[src/rtl/proc_control_fsm.sv]
// Moore control unit sequencing the 16-bit datapath through fetch, decode and execute.
// Outputs decode only the current state and IR; no handshakes, so it never stalls.
module proc_control_fsm (
   input  logic        Clk,
   input  logic        Reset_n,
   input  logic [15:0] IR,
   output logic        PC_clr,
   output logic        PC_up,
   output logic        IR_ld,
   output logic [7:0]  D_addr,
   output logic        D_wr,
   output logic        RF_s,
   output logic [3:0]  RF_W_addr,
   output logic        RF_W_en,
   output logic [3:0]  RF_Ra_addr,
   output logic [3:0]  RF_Rb_addr,
   output logic [2:0]  ALU_s0,
   output logic        Illegal,
   output logic        Halted,
   output logic [3:0]  State
);

   typedef enum logic [3:0] {
      S_INIT   = 4'd0,
      S_FETCH  = 4'd1,
      S_DECODE = 4'd2,
      S_NOOP   = 4'd3,
      S_LOAD_A = 4'd4,
      S_LOAD_B = 4'd5,
      S_STORE  = 4'd6,
      S_ADD    = 4'd7,
      S_SUB    = 4'd8,
      S_HALT   = 4'd9
   } state_t;

   localparam logic [3:0] OP_NOOP  = 4'h0;
   localparam logic [3:0] OP_STORE = 4'h1;
   localparam logic [3:0] OP_LOAD  = 4'h2;
   localparam logic [3:0] OP_ADD   = 4'h3;
   localparam logic [3:0] OP_SUB   = 4'h4;
   localparam logic [3:0] OP_HALT  = 4'h5;

   localparam logic [2:0] ALU_PASS = 3'b000;
   localparam logic [2:0] ALU_ADD  = 3'b001;
   localparam logic [2:0] ALU_SUB  = 3'b010;

   state_t     state;
   state_t     state_nxt;
   logic [3:0] opcode;

   assign opcode = IR[15:12];
   assign State  = state;

   // Strobes are pure state decode, so an asynchronous reset drops them immediately.
   always_ff @(posedge Clk or negedge Reset_n) begin
      if (!Reset_n) begin
         state <= S_INIT;
      end else begin
         state <= state_nxt;
      end
   end

   always_comb begin
      state_nxt  = S_INIT;
      PC_clr     = 1'b0;
      PC_up      = 1'b0;
      IR_ld      = 1'b0;
      D_addr     = 8'h00;
      D_wr       = 1'b0;
      RF_s       = 1'b0;
      RF_W_addr  = 4'h0;
      RF_W_en    = 1'b0;
      RF_Ra_addr = 4'h0;
      RF_Rb_addr = 4'h0;
      ALU_s0     = ALU_PASS;
      Illegal    = 1'b0;
      Halted     = 1'b0;

      case (state)
         S_INIT: begin
            PC_clr    = 1'b1;
            state_nxt = S_FETCH;
         end
         S_FETCH: begin
            IR_ld     = 1'b1;
            PC_up     = 1'b1;
            state_nxt = S_DECODE;
         end
         S_DECODE: begin
            case (opcode)
               OP_NOOP:  state_nxt = S_NOOP;
               OP_STORE: state_nxt = S_STORE;
               OP_LOAD:  state_nxt = S_LOAD_A;
               OP_ADD:   state_nxt = S_ADD;
               OP_SUB:   state_nxt = S_SUB;
               OP_HALT:  state_nxt = S_HALT;
               default: begin
                  Illegal   = 1'b1;
                  state_nxt = S_NOOP;
               end
            endcase
         end
         S_NOOP: begin
            state_nxt = S_FETCH;
         end
         // LOAD_A only presents the address; the synchronous memory returns data in LOAD_B.
         S_LOAD_A: begin
            D_addr    = IR[11:4];
            state_nxt = S_LOAD_B;
         end
         S_LOAD_B: begin
            D_addr    = IR[11:4];
            RF_s      = 1'b1;
            RF_W_addr = IR[3:0];
            RF_W_en   = 1'b1;
            state_nxt = S_FETCH;
         end
         S_STORE: begin
            D_addr     = IR[11:4];
            RF_Ra_addr = IR[3:0];
            D_wr       = 1'b1;
            state_nxt  = S_FETCH;
         end
         S_ADD: begin
            RF_Ra_addr = IR[11:8];
            RF_Rb_addr = IR[7:4];
            ALU_s0     = ALU_ADD;
            RF_W_addr  = IR[3:0];
            RF_W_en    = 1'b1;
            state_nxt  = S_FETCH;
         end
         S_SUB: begin
            RF_Ra_addr = IR[11:8];
            RF_Rb_addr = IR[7:4];
            ALU_s0     = ALU_SUB;
            RF_W_addr  = IR[3:0];
            RF_W_en    = 1'b1;
            state_nxt  = S_FETCH;
         end
         S_HALT: begin
            Halted    = 1'b1;
            state_nxt = S_HALT;
         end
         default: begin
            state_nxt = S_INIT;
         end
      endcase
   end

endmodule

[config.mk]
export PLATFORM = sky130hd
export DESIGN_NAME = proc_control_fsm
export DESIGN_NICKNAME = d
export VERILOG_FILES = /design/src/rtl/proc_control_fsm.sv
export SDC_FILE = /design/constraint.sdc
export NUM_CORES = 1
export LEC_CHECK = 0
export ABC_AREA = 1
export CORE_AREA = 2 2 39 41
export CTS_BUF_LIST = sky130_fd_sc_hd__clkbuf_8 sky130_fd_sc_hd__clkbuf_16
export CTS_CLUSTER_SIZE = 10
export DETAILED_ROUTE_END_ITERATION = 8
export DIE_AREA = 0 0 41 43
export DONT_BUFFER_PORTS = 1
export SLEW_MARGIN = 0
export SYNTH_ARGS = -nofsm -noshare
export SYNTH_HDL_FRONTEND = slang
export SYNTH_SLANG_ARGS = --single-unit
[constraint.sdc]
create_clock -name Clk -period 1.49 [get_ports Clk]
set_input_delay 0.298 -clock Clk [delete_from_list [all_inputs] [get_ports Clk]]
set_output_delay 0.298 -clock Clk [all_outputs]
set_load 0.1 [all_outputs]
==> summary.md, run 1 <==
| Metric | Value |
|---|---|
| Status | `aborted with a tool error` |
| Stopped at | `3_5_place_dp` |
| Stop err | `[ERROR DPL-0038] Utilization greater than 100%, impossible to legalize` |
| Syn. warnings | `0` |
| Die width | `slightly above 40 um` |
| Post-synthesis sequential area ratio | `a little under a fifth` |
| Row cnt | `14` |
| Die height | `43 um` |
| Synth cell count leaders | `nand2_1 (35), inv_1 (27), nor2_1 (16)` |
| Ports | `53` |
| Post-Syn Instances | `105` |
| Avg Inst Size Synth | `slightly above 5 sq um` |
| Top FF cell, synth | `dfrtp_1` |
| Post-synthesis instance area | `between 500 and 600 sq um` |
| Top-count cell post-synth | `nand2_1` |
| Initial Util | `38.5%` |
| Synth top area share | `24.6%` |
| Largest cells by area after synthesis | `nand2_1 (25%), inv_1 (19%), dfrtp_1 (19%), nor2_1 (11%), o21ai_0 (4.7%)` |
| FFs w/ async S/R, synth | `100%` |
| Netlist cell types | `16` |
| Leading area contributor after synthesis | `nand2_1` |
| Flops & latches, synth | `4` |
| Final RePlAce weighted congestion | `approximately 0.79` |
| EDFF count, synth | `0` |
| Net count after synthesis | `123` |
| Port bufs | `0` |
stage by stage:
| stage | hold slack (ps) | instances | TNS (ps) | worst slack, ps | area [sq um] |
|---|---|---|---|---|---|
| 2_1_floorplan | 2.43 | 105 | -20790 | -994 | 774 |
| 3_3_place_gp | 2.54 | 165 | -1840 | -120 | 1410 |
logic make-up after synthesis:
family          Yosys count  share of synthesized area, %
simple gates             60                          47.7
buf+inv                  29                          21.8
flops                     4                          18.8
compound gates           10                          9.39
other cells               1                         0.704
xor+xnor                  1                          1.64
==> inputs of run 2 (changes only) <==
Settings changed: CORE_AREA 2 2 39 41 to 2 2 63 65, CTS_BUF_LIST sky130_fd_sc_hd__clkbuf_8 sky130_fd_sc_hd__clkbuf_16 to default, CTS_CLUSTER_SIZE 10 to default, DIE_AREA 0 0 41 43 to 0 0 65 67, PLACE_DENSITY_LB_ADDON from default to 0.15.
==> summary.md, run 2 <==
| Metric | Value |
|---|---|
| Max Cap Viol | `0` |
| Latest clock arrival within the worst-skew pair | `210 ps` |
| DRC viols | `0` |
| Final Skew | `2.03 ps` |
| Avg Inst Size Synth | `5.08 sq um` |
| Flops & latches, synth | `4` |
| All-Layer GR Usage | `between 10% and 20%` |
| Post-synthesis sequential area ratio | `approximately a fifth` |
| Largest net degree at the start of global routing | `9` |
| Synth cell count leaders | `nand2_1 (35), inv_1 (27), nor2_1 (16)` |
| Kind of end point of the critical path | `primary output` |
| P&R area growth vs syn | `236%` |
| CP Data Arrival Time | `1530 ps` |
| TNS Setup | `-8630 ps` |
| Die width | `65 um` |
| Final ANT Viol Nets | `0` |
| EDFF count, synth | `0` |
| Clk root buf | `clkbuf_8` |
| WL per Instance | `10.7 um` |
| Post-synthesis instance area | `533 sq um` |
| Ports | `53` |
| F_max | `~0.55 GHz` |
| Setup slack at placement | `-175 ps` |
| Final worst slack | `-339 ps` |
| DP Wirelength | `1810 um` |
| FFs w/ async S/R, synth | `100%` |
| Core ar. | `3610 sq um` |
| Vias per Instance | `3.95` |
| Synth top area share | `24.6%` |
| Clock Sinks | `4` |
| Final setup vio count | `30` |
| Row cnt | `22` |
| WS Path Type | `reg -> out` |
| First DRT Iteration DRCs | `15` |
| Hold WC Path Type | `in -> reg` |
| FF-to-FF setup slack | `between 100 and 150 ps` |
| Worst setup SP type | `flop` |
| H-tree depth | `1` |
| Largest cells by area after synthesis | `nand2_1 (25%), inv_1 (19%), dfrtp_1 (19%), nor2_1 (11%), o21ai_0 (4.7%)` |
| Maximum root-to-sink buffer count | `2` |
| Reg-to-Reg Start | `State[0]` |
| Worst VDD drop | `808 uV` |
| Final Power | `~3.0 mW` |
| Initial antenna violation count | `0` |
| Leak | `0.790 nW` |
| Netlist cell types | `16` |
| Status | `finished with violations` |
| Fin. max-slew vios | `0` |
| Initial DRT Pass Iterations | `4` |
| Final Hold Vio Count | `0` |
| Post-Syn Instances | `105` |
| Final std cells w/o fill | `206` |
| FF-to-FF path depth | `6` |
| Hold path endpoint | `State[1]` |
| Final RePlAce weighted congestion | `between 0.7 and 0.8` |
| Final #Nets | `178` |
| TritonCTS clock tree | `done` |
| Remaining Overflow, GRT | `0` |
| Pwr/cell area | `1660 nW/um^2` |
| RSZ-0062 raised after global routing | `yes` |
| Die height | `67 um` |
| Initial Util | `approximately 15%` |
| Vias in the first global route | `796` |
| Net count after synthesis | `123` |
| Hold Path Depth | `4` |
| ANT cells | `0` |
| Failing checks | `setup timing` |
| Leading area contributor after synthesis | `nand2_1` |
| First-pass GRT wire length | `roughly 3600 um` |
| Met1 WL | `816 um` |
| Total CTS buffers | `3` |
| WP data required | `1190 ps` |
| Most frequent cells in the layout | `buf_12 (28), nand2_1 (15), inv_1 (13), buf_4 (13), nor2_4 (12)` |
| Crit path max fanout | `5` |
| Final period util | `123%` |
| Port bufs | `0` |
| Clk slew on worst S/H paths | `30 ps` |
| Final WL | `roughly 2200 um` |
| Met3 WL | `177 um` |
| Top-count cell post-synth | `nand2_1` |
| DR vias | `813` |
| Die ar. | `4360 sq um` |
| Top FF cell, synth | `dfrtp_1` |
| Top layer in use | `met3` |
| Number of flip-flops in the largest register | `4` |
| Syn. warnings | `0` |
| Placed cells | `193` |
| Minimum clock period | `1830 ps` |
| Hold Crit Start | `IR[12]` |
| Reg-to-reg endpoint | `State[0]` |
| Fraction of layout cells with a size suffix above 1 | `72.8%` |
| Most common cell after layout, fill and taps aside | `buf_12` |
| Met2 routed wirelength | `1210 um` |
==> run 2: cell counts after synthesis <==
Identical to the previous run, type by type.
==> run 2: area by class of cell <==
| class | instances | area (sq um) |
|---|---|---|
| Sequential cell | 4 | 115 |
| Timing Repair Buffer | 52 | 785 |
| Inverter | 27 | 146 |
| Tap cell | 48 | 60.1 |
| Clock buffer | 3 | 41.3 |
| Fill cell | 349 | 1820 |
| Multi-Input combinational cell | 72 | 643 |
==> run 2: power by group <==
group          total, mW  switching (mW)  internal [mW]  leakage [nW]
sequential         0.223          0.0524          0.170        0.0454
combinational       2.53            1.66          0.864         0.723
clock              0.224          0.0524          0.172        0.0216
==> run 2: what timing repair did <==
| action | 4_1_cts | 5_1_grt |
|---|---|---|
| buffers inserted | 4 | 5 |
| gates cloned | 0 | 0 |
| gates resized for setup | 37 | 23 |
| pin swaps | 5 | 16 |
| hold buffers | 1 | 0 |
| endpoints found under the setup margin | 30 | 30 |
| hold endpoints to repair | 4 | 0 |
==> run 2: per-layer routing <==
metal | global-route usage (%) | vias to the layer above
met1 | 12.2 | 364
met3 | 2.87 | 0
met4 | 3.19 | 0
met5 | 0 | -
met2 | 18.8 | 33
li1 | - | 416
==> run 2: worst max path at each step <==
stage               endpoint  slack, ps     start
2_1_floorplan   RF_W_addr[0]       -990  State[0]
3_3_place_gp   RF_Ra_addr[1]       -160  State[3]
3_5_place_dp   RF_Ra_addr[1]       -170  State[3]
4_1_cts        RF_Rb_addr[1]       -390  State[0]
5_1_grt        RF_Rb_addr[1]       -400  State[0]
6_report       RF_Ra_addr[1]       -340  State[0]
==> run 2: metrics by stage <==
step                      util [%]  cell area (sq um)  hold WS [ps]
after global routing          49.7               1790           366
after floorplan                  -                774          2.43
after detailed placement      39.6               1430          2.51
after CTS                     46.3               1670           345
final                         49.7               1790           348
after global placement        39.6               1430          2.51
==> run 2: kinds of logic after synthesis <==
| family | after synthesis | share of synthesized area, % |
|---|---|---|
| flops | 4 | 18.8 |
| simple gates | 60 | 47.7 |
| buf+inv | 29 | 21.8 |
| compound gates | 10 | 9.39 |
| other cells | 1 | 0.704 |
| xor+xnor | 1 | 1.64 |
==> run 2: worst max-delay path, cell delays in order, from the launching register on <==
cell	delay, ps
dfrtp_4	490
buf_4	160
nor2_2	140
nand2_4	60
clkinvlp_4	160
nand2_2	110
nand2_8	180
Power figures use the tool's default switching activity.
